<file path="src/rtl/tl_pkg.sv">
// Shared types and constants for the transaction-layer egress path.
// Holds the drain FSM encoding and the round-robin lane picker.
package tl_pkg;

  localparam int DATA_W = 10;
  localparam int LANES  = 4;
  localparam int LANE_W = 2;

  typedef enum logic [1:0] {
    DRN_IDLE  = 2'd0,
    DRN_RUN   = 2'd1,
    DRN_FLUSH = 2'd2
  } drn_state_e;

  // Returns {found, lane}: first non-empty lane at or after ptr, wrapping 3->0.
  function automatic logic [LANE_W:0] rr_pick(
    input logic [LANES-1:0]  nonempty,
    input logic [LANE_W-1:0] ptr
  );
    logic [LANE_W:0]   res;
    logic [LANE_W-1:0] idx;
    res = '0;
    for (int k = LANES - 1; k >= 0; k--) begin
      idx = ptr + LANE_W'(k);
      if (nonempty[idx]) res = {1'b1, idx};
    end
    return res;
  endfunction

endpackage

</file>
<file path="src/rtl/tl_skid_buf.sv">
// Two-entry FIFO holding {lane, data}; absorbs the FIFO read latency so
// words already popped upstream always have a slot to land in.
module tl_skid_buf #(
  parameter int W = 12
) (
  input  logic         clk,
  input  logic         i_reset,
  input  logic         i_push,
  input  logic [W-1:0] i_push_data,
  input  logic         i_pop,
  output logic [W-1:0] o_head,
  output logic         o_valid,
  output logic [1:0]   o_occ
);

  logic [W-1:0] r_mem [2];
  logic         r_wr_ptr;
  logic         r_rd_ptr;
  logic [1:0]   r_occ;

  always_ff @(posedge clk) begin
    if (i_reset) begin
      r_mem[0] <= '0;
      r_mem[1] <= '0;
      r_wr_ptr <= 1'b0;
      r_rd_ptr <= 1'b0;
      r_occ    <= 2'd0;
    end else begin
      if (i_push) begin
        r_mem[r_wr_ptr] <= i_push_data;
        r_wr_ptr        <= ~r_wr_ptr;
      end
      if (i_pop) r_rd_ptr <= ~r_rd_ptr;
      case ({i_push, i_pop})
        2'b10:   r_occ <= r_occ + 2'd1;
        2'b01:   r_occ <= r_occ - 2'd1;
        default: r_occ <= r_occ;
      endcase
    end
  end

  // Head only moves on a pop, so it stays stable while the sink stalls.
  assign o_head  = r_mem[r_rd_ptr];
  assign o_valid = (r_occ != 2'd0);
  assign o_occ   = r_occ;

endmodule

</file>
<file path="src/rtl/tl_egress_drain.sv">
// Drains four output FIFOs round-robin into one lane-tagged ready/valid
// egress stream, with an idle flag and a forwarded-word counter.
module tl_egress_drain
  import tl_pkg::*;
#(
  parameter int DATA_W     = tl_pkg::DATA_W,
  parameter int CNT_W      = 16,
  parameter int SKID_DEPTH = 2
) (
  input  logic              clk,
  input  logic              reset,
  input  logic              enable,
  input  logic              empty0,
  input  logic              empty1,
  input  logic              empty2,
  input  logic              empty3,
  input  logic [DATA_W-1:0] fifo_data0,
  input  logic [DATA_W-1:0] fifo_data1,
  input  logic [DATA_W-1:0] fifo_data2,
  input  logic [DATA_W-1:0] fifo_data3,
  output logic              pop0,
  output logic              pop1,
  output logic              pop2,
  output logic              pop3,
  input  logic              out_ready,
  output logic              out_valid,
  output logic [DATA_W-1:0] out_data,
  output logic [1:0]        out_lane,
  output logic              idle,
  output logic [CNT_W-1:0]  fwd_count,
  output logic [1:0]        dbg_state
);

  drn_state_e         r_state;
  logic [LANE_W-1:0]  r_rr_ptr;
  logic               r_inflight;
  logic [LANE_W-1:0]  r_inflight_lane;
  logic [CNT_W-1:0]   r_fwd_count;

  logic [LANES-1:0]   w_nonempty;
  logic [LANE_W:0]    w_pick;
  logic               w_pop_any;
  logic [LANE_W-1:0]  w_pop_lane;
  logic               w_xfer;
  logic               w_valid;
  logic [1:0]         w_occ;
  logic [1:0]         w_occ_next;
  logic [2:0]         w_outstanding;
  logic [DATA_W-1:0]  w_fifo_data;
  logic [LANE_W+DATA_W-1:0] w_head;

  assign w_nonempty = ~{empty3, empty2, empty1, empty0};
  assign w_pick     = rr_pick(w_nonempty, r_rr_ptr);
  assign w_xfer     = w_valid & out_ready;

  // A word leaving this cycle frees its slot in time for a pop issued now,
  // which is what sustains one word per cycle with the sink ready.
  assign w_outstanding = {1'b0, w_occ} + {2'b00, r_inflight} - {2'b00, w_xfer};
  assign w_occ_next    = w_occ + {1'b0, r_inflight} - {1'b0, w_xfer};

  assign w_pop_any  = (r_state == DRN_RUN) && w_pick[LANE_W] &&
                      (w_outstanding < 3'(SKID_DEPTH));
  assign w_pop_lane = w_pick[LANE_W-1:0];

  assign pop0 = w_pop_any && (w_pop_lane == 2'd0);
  assign pop1 = w_pop_any && (w_pop_lane == 2'd1);
  assign pop2 = w_pop_any && (w_pop_lane == 2'd2);
  assign pop3 = w_pop_any && (w_pop_lane == 2'd3);

  always_comb begin
    w_fifo_data = '0;
    case (r_inflight_lane)
      2'd0:    w_fifo_data = fifo_data0;
      2'd1:    w_fifo_data = fifo_data1;
      2'd2:    w_fifo_data = fifo_data2;
      default: w_fifo_data = fifo_data3;
    endcase
  end

  tl_skid_buf #(
    .W (LANE_W + DATA_W)
  ) u_skid (
    .clk         (clk),
    .i_reset     (reset),
    .i_push      (r_inflight),
    .i_push_data ({r_inflight_lane, w_fifo_data}),
    .i_pop       (w_xfer),
    .o_head      (w_head),
    .o_valid     (w_valid),
    .o_occ       (w_occ)
  );

  always_ff @(posedge clk) begin
    if (reset) begin
      r_state         <= DRN_IDLE;
      r_rr_ptr        <= '0;
      r_inflight      <= 1'b0;
      r_inflight_lane <= '0;
      r_fwd_count     <= '0;
    end else begin
      r_inflight <= w_pop_any;
      if (w_pop_any) begin
        r_inflight_lane <= w_pop_lane;
        r_rr_ptr        <= w_pop_lane + 2'd1;
      end
      if (w_xfer) r_fwd_count <= r_fwd_count + CNT_W'(1);
      case (r_state)
        DRN_IDLE:  if (enable) r_state <= DRN_RUN;
        DRN_RUN:   if (!enable) r_state <= DRN_FLUSH;
        // Leave FLUSH as soon as this cycle empties the path, so idle rises
        // the cycle right after the last word is accepted.
        DRN_FLUSH: begin
          if (enable) r_state <= DRN_RUN;
          else if (w_occ_next == 2'd0 && !w_pop_any) r_state <= DRN_IDLE;
        end
        default:   r_state <= DRN_IDLE;
      endcase
    end
  end

  assign out_valid = w_valid;
  assign out_data  = w_head[DATA_W-1:0];
  assign out_lane  = w_head[LANE_W+DATA_W-1:DATA_W];
  assign idle      = (r_state == DRN_IDLE) && (w_occ == 2'd0) && !r_inflight;
  assign fwd_count = r_fwd_count;
  assign dbg_state = r_state;

endmodule

</file>
<file path="config.mk">
export PLATFORM = sky130hd
export DESIGN_NAME = tl_egress_drain
export DESIGN_NICKNAME = d
export VERILOG_FILES = /design/src/rtl/tl_pkg.sv /design/src/rtl/tl_skid_buf.sv /design/src/rtl/tl_egress_drain.sv
export SDC_FILE = /design/constraint.sdc
export NUM_CORES = 1
export LEC_CHECK = 0
export ABC_CLOCK_PERIOD_IN_PS = 10050
export CAP_MARGIN = 20
export CORE_AREA = 2 2 77 79
export CTS_BUF_LIST = sky130_fd_sc_hd__clkbuf_8 sky130_fd_sc_hd__clkbuf_16
export DETAILED_ROUTE_END_ITERATION = 8
export DIE_AREA = 0 0 79 81
export HOLD_SLACK_MARGIN = 0.08
export PLACE_DENSITY_LB_ADDON = 0.3
export SYNTH_ARGS = -nofsm -noshare
export SYNTH_HDL_FRONTEND = slang
export SYNTH_HIERARCHICAL = 1
export SYNTH_SLANG_ARGS = --single-unit
</file>
<file path="constraint.sdc">
create_clock -name clk -period 10.05 [get_ports clk]
set_clock_uncertainty 0.15 [all_clocks]
set_input_delay 1.5075 -clock clk [delete_from_list [all_inputs] [get_ports clk]]
set_output_delay 1.5075 -clock clk [all_outputs]
set_load 0.01 [all_outputs]
</file>
# ---- After elaboration in Yosys (flattened, before gate mapping)
# Memories as Yosys holds them, arrays and structs flattened. A register that Yosys moved wholly into a read port is not among the register bits.
# Index checks and enable logic that the tools add are counted.
dict set report op_classes {
  n_bitwise 4
  magnitude_cmp 5
  n_mux 29
  n_eq_ne 12
  add_sub_neg 11
  n_reduce_logical 20
}
# cell count
set op_table {}
lappend op_table {{$pmux W10 S3} 1}
lappend op_table {{$add A16 B1 Y16 const B} 1}
lappend op_table {{$mux W1} 13}
lappend op_table {{$lt A2 B3 Y1 const B} 4}
lappend op_table {{$mux W12} 1}
lappend op_table {{$mux W3} 4}
lappend op_table {{$reduce_or A12 Y1} 1}
lappend op_table {{$eq A2 B2 Y1 const B} 5}
lappend op_table {{$logic_not A2 Y1} 5}
lappend op_table {{$logic_and A1 B1 Y1} 9}
lappend op_table {{$bmux W1 S2} 4}
lappend op_table {{$eq A2 B1 Y1 const B} 4}
lappend op_table {{$mux W2} 4}
lappend op_table {{$add A2 B1 Y2 const B} 3}
lappend op_table {{$pmux W2 S3} 1}
lappend op_table {{$add A2 B2 Y2 const B} 2}
lappend op_table {{$ne A2 B2 Y1 const B} 2}
lappend op_table {{$not A4 Y4} 1}
lappend op_table {{$pmux W2 S2} 1}
lappend op_table {{$reduce_bool A2 Y1} 2}
lappend op_table {{$add A2 B1 Y3} 1}
lappend op_table {{$lt A3 B2 Y1 const B} 1}
lappend op_table {{$ne A3 B3 Y1 const B} 1}
lappend op_table {{$reduce_and A3 Y1} 1}
lappend op_table {{7 further kinds} 9}
dict set report totals {
  ram_bits 24
  out_inout_bits 36
  memories 1
  reg_bits 27
  in_bits 48
  wordCells 90
}
# name depth word_bits read_ports rd_ports_with_merged_regs wr line
set memory_table {}
lappend memory_table {u_skid.r_mem 2 12 1 1 2 tl_skid_buf.sv:16} ;# logic [W-1:0] r_mem [2];

# ---- Depth between registers and ports, before layout
# Gate-level depths: netlist of the first run.
dict set report depth {
  word_depth 14
  ltp_mapped 12
  mapped_depth_nobuf 11
}

# ---- By module
# The synthesis of the first run kept the hierarchy.
# mod seq_area_each_um2 cells_per_inst area_per_inst_um2 n_inst
set by_module_without_submodules {}
lappend by_module_without_submodules {tl_egress_drain 460.4 155 1456.4 1}
lappend by_module_without_submodules {tl_skid_buf 820.8 100 1251.2 1}

# ---- Least setup slack after synthesis of the first run
# OpenSTA, ideal clock, no wires.
dict set report synth_path {
  path_kind {input port to output port}
  startpoint {in out_ready}
  endpoint {out pop0}
  arrival_ns 3.464
  path_buffers 1
  required_ns 8.392
  setup_slack_ns 4.929
  stages 11
  cell_sequence {and2_1 clkbuf_1 ha_1 inv_1 ha_1 inv_1 fa_1 xnor2_1 nand3_1 nor2b_1 and2_1}
}
dict set report synth_between {
  elab_chain_len 5
}
# item line
set synth_rtl {}
lappend synth_rtl {{from (decl)} tl_egress_drain.sv:25} ;# input logic out_ready,
lappend synth_rtl {{$and A1 B1 Y1} tl_egress_drain.sv:54} ;# assign w_xfer = w_valid & out_ready;
lappend synth_rtl {{named net w_xfer} tl_egress_drain.sv:44} ;# logic w_xfer;
lappend synth_rtl {{$sub A3 B1 Y3} tl_egress_drain.sv:58} ;# assign w_outstanding = {1'b0, w_occ} + {2'b00, r_inflight} - {2'b00, w_xfer};
lappend synth_rtl {{$lt A3 B2 Y1} tl_egress_drain.sv:62} ;# (w_outstanding < 3'(SKID_DEPTH));
lappend synth_rtl {{$logic_and A1 B1 Y1} tl_egress_drain.sv:61} ;# assign w_pop_any = (r_state == DRN_RUN) && w_pick[LANE_W] &&
lappend synth_rtl {{$logic_and A1 B1 Y1} tl_egress_drain.sv:65} ;# assign pop0 = w_pop_any && (w_pop_lane == 2'd0);
lappend synth_rtl {{to (decl)} tl_egress_drain.sv:21} ;# output logic pop0,
# The timed path passes the listed nets, and every way through them passes these cells.

# ---- Worst setup path after layout of the first run
dict set report layout_path {
  startpoint {in out_ready}
  endpoint {out pop0}
}
dict set report layout_between {
  elab_chain_len 5
}
# item line
set layout_rtl {}
lappend layout_rtl {{$and A1 B1 Y1} tl_egress_drain.sv:54}
lappend layout_rtl {{$sub A3 B1 Y3} tl_egress_drain.sv:58}
lappend layout_rtl {{$lt A3 B2 Y1} tl_egress_drain.sv:62}
lappend layout_rtl {{$logic_and A1 B1 Y1} tl_egress_drain.sv:61}
lappend layout_rtl {{$logic_and A1 B1 Y1} tl_egress_drain.sv:65}
# Every way passes these cells.

==> run_results.csv, run 1 <==
group,metric,value,unit
global_route,grt_overflow,0,
logic_synthesis,ys_seq_area_share,47.3,%
floorplan,initial_utilization,47.7,%
layout,drive_above_1_share,11.0,%
logic_synthesis,ys_async_sr_fraction,0,%
logic_synthesis,synth.avg_cell_area,10.6,sq um
global_route,grt_start_max_net_pins,41,
clocking,cts_num_sinks,52,
layout,synthToLayoutAreaGrowth,35.8,%
drt,wl_per_cell,14.4,um
drt,firstDrtPassIters,4,
logic_synthesis,synth_edf_count,24,
clocking,clock_latency,0.31,ns
sta,min_period_over_period,61.9,%
clocking,cts_root_buf,"clkbuf_8",
logic_synthesis,yosysWarnings,6,
setup_path,cpPeakStageDelay,0.53,ns
sta,worstMarginPinSlew,0.723,ns
logic_synthesis,synth_area,2710,sq um
global_route,grtUsageTotal,19.7,%
drt,routed_wl,5910,um
sta,maxSlewViolCount,0,
clocking,cts_hold_buf,0,
logic_synthesis,ys_types,39,
pwr,power.density,153,nW/um^2
setup_path,worstPathRequired,8.39,ns
drt,drc,0,
sta,setup_tns,0,ns
setup_path,cp_cell_sequence,"clkdlybuf4s50_1 -> and2_1 -> ha_1 -> inv_1 -> ha_1 -> inv_1 -> fa_1 -> xnor2_1 -> nand3_1 -> nor2b_1 -> and2_1 -> clkdlybuf4s50_1",
global_route,antenna_found_initial,0,
clocking,cts_buffer_depth,2,
sta,setup_viol_count_final,0,
pwr,leakage,1.30,nW
setup_path,worst-path-buf-inv,4,
pwr,vdd_drop_max,116,uV
floorplan,std_cell_rows,28,
clocking,cts_resized,0,
status,status,"completed",
sta,layout_min_cycle_time,6.22,ns
setup_path,worstPathArrival,4.56,ns
floorplan,die_height,81,um
layout,seqCellArea,1280,sq um
placed_design,post-dp-hpwl,4360,um
setup_path,r2r_cells,11,
drt,vias,2142,
hold_path,whs_endpoint,"u_skid/r_wr_ptr",
setup_path,rrSetupSlack,7.01,ns
drt,drtIter0Drc,110,
layout,fill_cells,498,
setup_path,path_delay_family,"buffers and inverters",
floorplan,die_x,79,um
drt,ant_nets,0,
setup_path,slowest_stage,"clkdlybuf4s50_1",
setup_path,rr_startpoint,"u_skid/o_occ[1]",
floorplan,dieArea,6400,sq um
logic_synthesis,synthFlopType,"dfxtp_1",
sta,slew_headroom,51.8,%
layout,n_antenna_cell,0,
sta,rsz0062_at_grt,"no",
clocking,cts_max_level,2,
global_route,grt_pass1_vias,2082,
logic_synthesis,ys_ff_latch,52,
logic_synthesis,postSynthCellCount,255,
layout,mostFrequentLayoutCells,"clkdlybuf4s50_1 (83), nor2_1 (42), dfxtp_1 (28)",
logic_synthesis,ys_top_cells_by_area,"edfxtp_1 (27%), dfxtp_1 (21%), mux4_2 (8.3%)",
layout,multiInputGateArea,1340,sq um
flow_run,cap_violations,0,
clocking,post-cts-setup-buffers,0,
sta,fmax,161,MHz
logic_synthesis,synth_top_area_share,26.6,%
hold_path,hold_start,"u_skid/r_wr_ptr",
hold_path,hold_depth,2,
floorplan,io_pins,84,
layout,final_net_count,391,
global_route,grt_pass1_wl,9800,um
sta,hold_viol,0,
pwr,power,0.000564,W
setup_path,r2r_end,"r_inflight_lane[1]",
clocking,numCtsBuffers,5,
logic_synthesis,synth_fp_nets,312,
setup_path,critical_path_class,"in2out",
drt,via_per_inst,5.22,
placed_design,portBuffers,83,
placed_design,place_congestion,0.765,
hold_path,hold_path.class,"reg2reg",
clocking,cts_tree,"built",
setup_path,critical_path.endpoint_type,"output pin",
layout,layout_commonest_cell,"clkdlybuf4s50_1",
logic_synthesis,yosysTopAreaCell,"edfxtp_1",
setup_path,critPathMaxFanout,7,
clocking,cts.clk_slew.worst_paths,0.09,ns
floorplan,core,5680,sq um
setup_path,setup.worst_path.start_class,"input port",
-- sequential cells by signal, indices dropped and copies added, names as in the netlist, named ones only --
register	count
u_skid/r_rd_ptr	1
u_skid/r_wr_ptr	1
u_skid/r_mem	24
r_inflight	1
fwd_count	16
r_rr_ptr	2
dbg_state	2
r_inflight_lane	2
u_skid/o_occ	2
-- per-stage QoR --
| step | setup slack, ns | hold WS, ns | utilization (%) | cells | area (sq um) |
|---|---|---|---|---|---|
| finish | 3.83 | 0.329 | 64.8 | 410 | 3680 |
| global route | 3.58 | 0.382 | 64.8 | 410 | 3680 |
| CTS | 3.79 | 0.331 | 64.8 | 410 | 3680 |
| detailed placement | 3.79 | 0.315 | 63.2 | 402 | 3590 |
| global placement | 3.89 | 0.302 | 63.2 | 402 | 3590 |
| floorplan | 4.93 | 0.294 | - | 255 | 2710 |
-- worst min-delay path: stages (launching register included) --
cell and delay (ns):
dfxtp_1 0.33, nand2_1 0.06, a21oi_1 0.05
-- final cells by class --
class	instances	share of cell area, %
well taps	75	2.55
flip-flops and latches	52	34.9
repair buffers	84	22.8
clock buffers	5	1.87
multi-input cells	182	36.5
inverters	9	0.919
clock inverters	3	0.511
-- cells in the mapped netlist (5+ instances only) --
library cell and count:
nor2_1 42, o21ai_0 6, clkbuf_1 7, mux4_2 10
nand3_1 6, nand4_1 5, a21oi_1 10, xor2_1 7
dfxtp_1 28, inv_1 9, nand2_1 10, xnor2_1 6
mux2_2 12, and2_1 7, edfxtp_1 24, ha_1 8
or3_1 5, nand2b_1 17
-- worst max-delay path by stage --
stage / depth (start not counted) / slack (ns) / end / startpoint
2_1_floorplan: 11 / 4.93 / pop0 / out_ready
3_3_place_gp: 12 / 3.89 / pop0 / out_ready
3_5_place_dp: 12 / 3.79 / pop0 / out_ready
4_1_cts: 12 / 3.79 / pop0 / out_ready
5_1_grt: 12 / 3.58 / pop2 / out_ready
6_report: 12 / 3.83 / pop0 / out_ready
-- power breakdown --
| group | internal, W | switching, W |
|---|---|---|
| registers | 0.000241 | 0.0000229 |
| logic | 0.000107 | 0.0000751 |
| clock network | 0.0000482 | 0.0000697 |
| total | 0.000396 | 0.000168 |
-- cell families after synthesis --
group / share of synthesized area, %
compound gates: 5.18
xor+xnor: 4.21
buf+inv: 3.14
simple gates: 21.7
mux: 14.0
fa+ha+maj: 4.44
flops: 47.3
-- per-layer routing --
metal,global-route usage (%),vias up,part of all wire (%),routed length (um)
met1,25.1,1016,43,2530
met3,4.33,10,5.1,300
li1,-,1053,-,-
met4,6.55,0,2.0,119
met2,33.4,63,50,2960
met5,0,-,0,0
Note: power is estimated with default switching activity, not from simulation.
==> run 2, diff against run 1 <==
- ABC_CLOCK_PERIOD_IN_PS: 10050 -> 6400
- CORE_AREA: 2 2 77 79 -> 2 2 79 81
- DIE_AREA: 0 0 79 81 -> 0 0 81 83
- clock period: 10.05 -> 6.4 ns (I/O delays scaled with it)
==> run 2 against run 1 <==
  * Register-to-register slack lost 3.7 ns
  * Sequential power grew 57%
  * Utilization shrank 1.6 points
  * Count of clock-buffer cells in the layout is the same
  * First-iteration DRC count shrank 2.7%
  * Combinational power grew 58%
  * Sequential share of layout area is essentially flat
==> run_results.csv, run 2 (same netlist as run 1, synthesis figures left out) <==
group,metric,value,unit
clocking,numCtsBuffers,5,
setup_path,r2r_cells,11,
layout,postLayoutCoreUtil,63.1,%
layout,final_net_count,391,
setup_path,cpPeakStageDelay,0.53,ns
clocking,cts_num_sinks,52,
layout,layout_commonest_cell,"clkdlybuf4s50_1",
placed_design,place_area,3590,sq um
drt,firstDrtPassIters,4,
layout,synthToLayoutAreaGrowth,35.6,%
sta,min_period_over_period,80.4,%
status,status,"completed",
sta,hold-worst-slack,0.333,ns
floorplan,core,5820,sq um
layout,stdcell_area,3670,sq um
pwr,power.density,239,nW/um^2
placed_design,post-dp-hpwl,4340,um
setup_path,worstPathRequired,5.29,ns
global_route,antenna_found_initial,0,
floorplan,dieArea,6720,sq um
floorplan,initial_utilization,46.6,%
clocking,cts_root_buf,"clkbuf_8",
drt,routed_wl,5940,um
clocking,clock_latency,0.29,ns
sta,maxSlewViolCount,0,
global_route,grt_overflow,0,
setup_path,path_depth,12,
clocking,cts.clk_slew.worst_paths,0.08,ns
setup_path,rr_startpoint,"u_skid/o_occ[1]",
setup_path,critical_path_class,"in2out",
floorplan,std_cell_rows,28,
sta,setup_tns,0,ns
drt,vias,2094,
placed_design,portBuffers,83,
layout,final_cells,410,
global_route,grtUsageTotal,18.6,%
global_route,grt_pass1_vias,2174,
global_route,grt_pass1_wl,10000,um
flow_run,cap_violations,0,
setup_path,r2r_end,"r_inflight_lane[1]",
layout,largest_register_ffs,24,
sta,hold_viol,0,
clocking,post-cts-setup-buffers,0,
sta,slew_headroom,50.7,%
setup_path,rrSetupSlack,3.35,ns
drt,drtIter0Drc,107,
layout,n_antenna_cell,0,
setup_path,worstPathArrival,4.04,ns
setup_path,worst-path-buf-inv,4,
setup_path,cp-endpoint,"pop1",
floorplan,die_x,81,um
setup_path,worstSetupStartpoint,"out_ready",
drt,via_per_inst,5.11,
setup_path,cp_cell_sequence,"clkdlybuf4s50_1 -> and2_1 -> ha_1 -> inv_1 -> ha_1 -> inv_1 -> fa_1 -> xnor2_1 -> nand3_1 -> nor2b_1 -> and2_1 -> clkdlybuf4s50_1",
drt,drc,0,
clocking,cts_tree,"built",
sta,fmax,194,MHz
placed_design,place_congestion,0.749,
floorplan,die_height,83,um
clocking,cts_buffer_depth,2,
layout,drive_above_1_share,11.0,%
sta,layout_min_cycle_time,5.15,ns
floorplan,io_pins,84,
pwr,vdd_drop_max,160,uV
sta,setup_viol_count_final,0,
setup_path,critical_path.endpoint_type,"output pin",
placed_design,dp_cells,402,
layout,mostFrequentLayoutCells,"clkdlybuf4s50_1 (83), nor2_1 (42), dfxtp_1 (28)",
drt,ant_nets,0,
global_route,grt_start_max_net_pins,41,
layout,top_register,"u_skid/r_mem",
clocking,cts_max_level,2,
clocking,cts_hold_buf,0,
setup_path,setup.worst_path.start_class,"input port",
pwr,leakage,1.30,nW
sta,rsz0062_at_grt,"no",
drt,wl_per_cell,14.5,um
sta,worstMarginPinSlew,0.739,ns
setup_path,path_delay_family,"buffers and inverters",
setup_path,slowest_stage,"clkdlybuf4s50_1",
setup_path,critPathMaxFanout,7,
clocking,cts_resized,0,
hold_path,hold_path.class,"reg2reg",
## run 2: how the worst min path moves through the flow
stage / startpoint / to / slack (ns) / cells after the start
after floorplan: u_skid/r_wr_ptr / u_skid/r_wr_ptr / 0.29 / 2
after global routing: fwd_count[14] / fwd_count[14] / 0.37 / 2
after global placement: u_skid/r_wr_ptr / u_skid/r_wr_ptr / 0.30 / 2
after detailed placement: u_skid/r_wr_ptr / u_skid/r_wr_ptr / 0.32 / 2
final: fwd_count[15] / fwd_count[15] / 0.33 / 2
after CTS: u_skid/r_wr_ptr / u_skid/r_wr_ptr / 0.34 / 2
## run 2: area by class of cell
class	count	area, sq um
inverter	9	33.8
fill	507	2140
clock inverter	3	13.8
clock buffer	5	68.8
sequential	52	1280
multi-input combinational	182	1340
tap	75	93.8
timing repair buffer	84	838
## run 2: tightest hold or removal path: stages, from the launching register on
cell and delay (ns):
dfxtp_1 0.33, o31ai_1 0.06, a21oi_1 0.05
## run 2: report_power, final
part           leakage, nW  internal, W  total, W  switching (W)
clock               0.0377    0.0000738  0.000173      0.0000995
combinational        0.784     0.000169  0.000288       0.000119
sequential           0.476     0.000378  0.000414      0.0000364
## run 2: through the flow
stage | power, W | setup slack (ns)
after floorplan | 0.000585 | 2.37
after global placement | 0.000704 | 1.33
after detailed placement | 0.000711 | 1.21
after CTS | 0.000885 | 1.22
after global routing | 0.000933 | 1.02
final | 0.000876 | 1.25
## run 2: layer usage
| layer | vias up | GRT usage, % | part of all wire, % |
|---|---|---|---|
| li1 | 1054 | - | - |
| met1 | 987 | 23.5 | 44 |
| met2 | 51 | 32.4 | 50 |
| met3 | 2 | 4.13 | 5.9 |
| met4 | 0 | 3.70 | 0.45 |
| met5 | - | 0 | 0 |
==> run 3, diff against run 2 <==
- ABC_CLOCK_PERIOD_IN_PS: 6400 -> 4900
- clock period: 6.4 -> 4.9 ns (I/O delays scaled with it)
==> run 3 against run 2 <==
  * Cell count grew 0.24%
  * Utilization rose by 0.15 points
  * Clock power grew 34%
  * Sequential power rose by 31%
  * Register-to-register slack lost 1.4 ns
  * Design area increased by 0.24%
  * Wire length down 0.54%
  * Global-route usage down 0.58 points
  * Sequential share of layout area fell by 0.083 points
==> run_results.csv, run 3 (same netlist as run 1, synthesis figures left out) <==
group,metric,value,unit
status,status,"completed",
drt,vias,2122,
sta,layout_min_cycle_time,4.49,ns
sta,setup_slack,0.408,ns
clocking,cts_buffer_depth,2,
floorplan,die_x,81,um
hold_path,hold_depth,2,
sta,worstMarginPinSlew,0.747,ns
hold_path,whs_endpoint,"u_skid/r_wr_ptr",
sta,maxSlewViolCount,0,
sta,min_period_over_period,91.7,%
setup_path,cp_cell_sequence,"clkdlybuf4s50_1 -> and2_1 -> ha_1 -> inv_1 -> ha_1 -> inv_1 -> fa_1 -> xnor2_1 -> nand3_1 -> nor2b_1 -> and2_1 -> clkdlybuf4s50_1",
global_route,grt_overflow,0,
drt,drtIter0Drc,111,
drt,firstDrtPassIters,4,
drt,via_per_inst,5.16,
layout,layout_commonest_cell,"clkdlybuf4s50_1",
pwr,power.switching,0.000338,W
global_route,grt_pass1_wl,9780,um
clocking,numCtsBuffers,5,
setup_path,critical_path_class,"in2out",
pwr,clock_power_share,20.1,%
setup_path,r2r_end,"r_rr_ptr[0]",
sta,setup_viol_count_final,0,
layout,top_register,"u_skid/r_mem",
clocking,cts_max_level,2,
clocking,cts_root_buf,"clkbuf_8",
clocking,cts_num_sinks,52,
floorplan,initial_utilization,46.6,%
drt,wl_per_cell,14.4,um
setup_path,cpPeakStageDelay,0.53,ns
layout,n_antenna_cell,0,
pwr,p_seq_share,46.9,%
global_route,grtUsageTotal,18.0,%
setup_path,worstPathArrival,3.61,ns
pwr,vdd_drop_max,204,uV
setup_path,setup.worst_path.start_class,"input port",
pwr,p_int,0.000815,W
layout,seqCellArea,1280,sq um
setup_path,r2r_cells,11,
placed_design,place_ws,0.382,ns
floorplan,dieArea,6720,sq um
floorplan,core,5820,sq um
drt,ant_nets,0,
clocking,cts_tree,"built",
floorplan,std_cell_rows,28,
pwr,leakage,1.31,nW
global_route,grt_pass1_vias,2105,
clocking,cts_hold_buf,0,
pwr,sw_frac_of_total,29.3,%
setup_path,rr_startpoint,"u_skid/o_occ[1]",
drt,routed_wl,5910,um
layout,fill_cells,499,
setup_path,rrSetupSlack,1.97,ns
placed_design,post-dp-hpwl,4320,um
clocking,cts.clk_slew.worst_paths,0.09,ns
flow_run,cap_violations,0,
drt,drc,0,
sta,slew_headroom,50.1,%
pwr,comb_power_share,33.0,%
layout,largest_register_ffs,24,
global_route,grt_start_max_net_pins,41,
sta,setup_tns,0,ns
placed_design,place_congestion,0.739,
setup_path,worstPathRequired,4.01,ns
setup_path,critical_path.endpoint_type,"output pin",
hold_path,hold_path.class,"reg2reg",
layout,synthToLayoutAreaGrowth,35.9,%
layout,multiInputGateArea,1340,sq um
hold_path,hold_start,"u_skid/r_wr_ptr",
setup_path,critPathMaxFanout,6,
layout,mostFrequentLayoutCells,"clkdlybuf4s50_1 (83), nor2_1 (42), dfxtp_1 (28)",
sta,hold_viol,0,
setup_path,slowest_stage,"clkdlybuf4s50_1",
floorplan,io_pins,84,
layout,final_net_count,392,
sta,fmax,223,MHz
pwr,power.density,313,nW/um^2
clocking,clock_latency,0.29,ns
sta,rsz0062_at_grt,"no",
global_route,antenna_found_initial,0,
floorplan,die_height,83,um
clocking,post-cts-setup-buffers,0,
layout,drive_above_1_share,11.0,%
clocking,cts_resized,0,
placed_design,portBuffers,83,
==> run 3: how the worst max path moves through the flow <==
| stage | startpoint | cells past startpoint | end |
|---|---|---|---|
| 4_1_cts | out_ready | 12 | pop2 |
| 3_3_place_gp | out_ready | 12 | pop0 |
| 6_report | out_ready | 12 | pop2 |
| 3_5_place_dp | out_ready | 12 | pop2 |
| 5_1_grt | out_ready | 12 | pop0 |
| 2_1_floorplan | out_ready | 11 | pop0 |
==> run 3: power groups by stage <==
| stage | clock (W) | combinational (W) | sequential [W] |
|---|---|---|---|
| 3_3_place_gp | 0 | 0.000375 | 0.000550 |
| 5_1_grt | 0.000259 | 0.000421 | 0.000548 |
| 2_1_floorplan | 0 | 0.000238 | 0.000527 |
| 3_5_place_dp | 0 | 0.000381 | 0.000551 |
| 6_report | 0.000232 | 0.000380 | 0.000541 |
| 4_1_cts | 0.000237 | 0.000385 | 0.000541 |
==> run 3: through the flow <==
stage / power [W] / utilization [%] / instance area (sq um) / hold WS (ns) / std cells
floorplan: 0.000765 / - / 2710 / 0.294 / 255
global placement: 0.000924 / 61.8 / 3600 / 0.302 / 403
detailed placement: 0.000932 / 61.8 / 3600 / 0.313 / 403
CTS: 0.00116 / 63.3 / 3680 / 0.327 / 411
global route: 0.00123 / 63.3 / 3680 / 0.362 / 411
finish: 0.00115 / 63.3 / 3680 / 0.323 / 411
==> run 3: metal layers <==
| layer | share of wire [%] | GRT usage [%] |
|---|---|---|
| met1 | 45 | 23.8 |
| met2 | 49 | 31.1 |
| met3 | 5.6 | 3.26 |
| met4 | 0.29 | 2.77 |
| met5 | 0 | 0 |
==> run 3: critical path, delay by kind of cell <==
family	cells	cell delay [ns]
buffers and inverters	4	1.08
xor gates and xnor gates	1	0.21
adders and majority gates	3	0.80
and+or+nand+nor	4	0.79
==> run 3: area by class of cell <==
type                            count  area share [%]
Inverter                            9           0.918
Sequential cell                    52            34.8
Clock inverter                      3           0.408
Tap cell                           75            2.55
Multi-Input combinational cell    182            36.5
Timing Repair Buffer               85            23.0
Clock buffer                        5            1.87
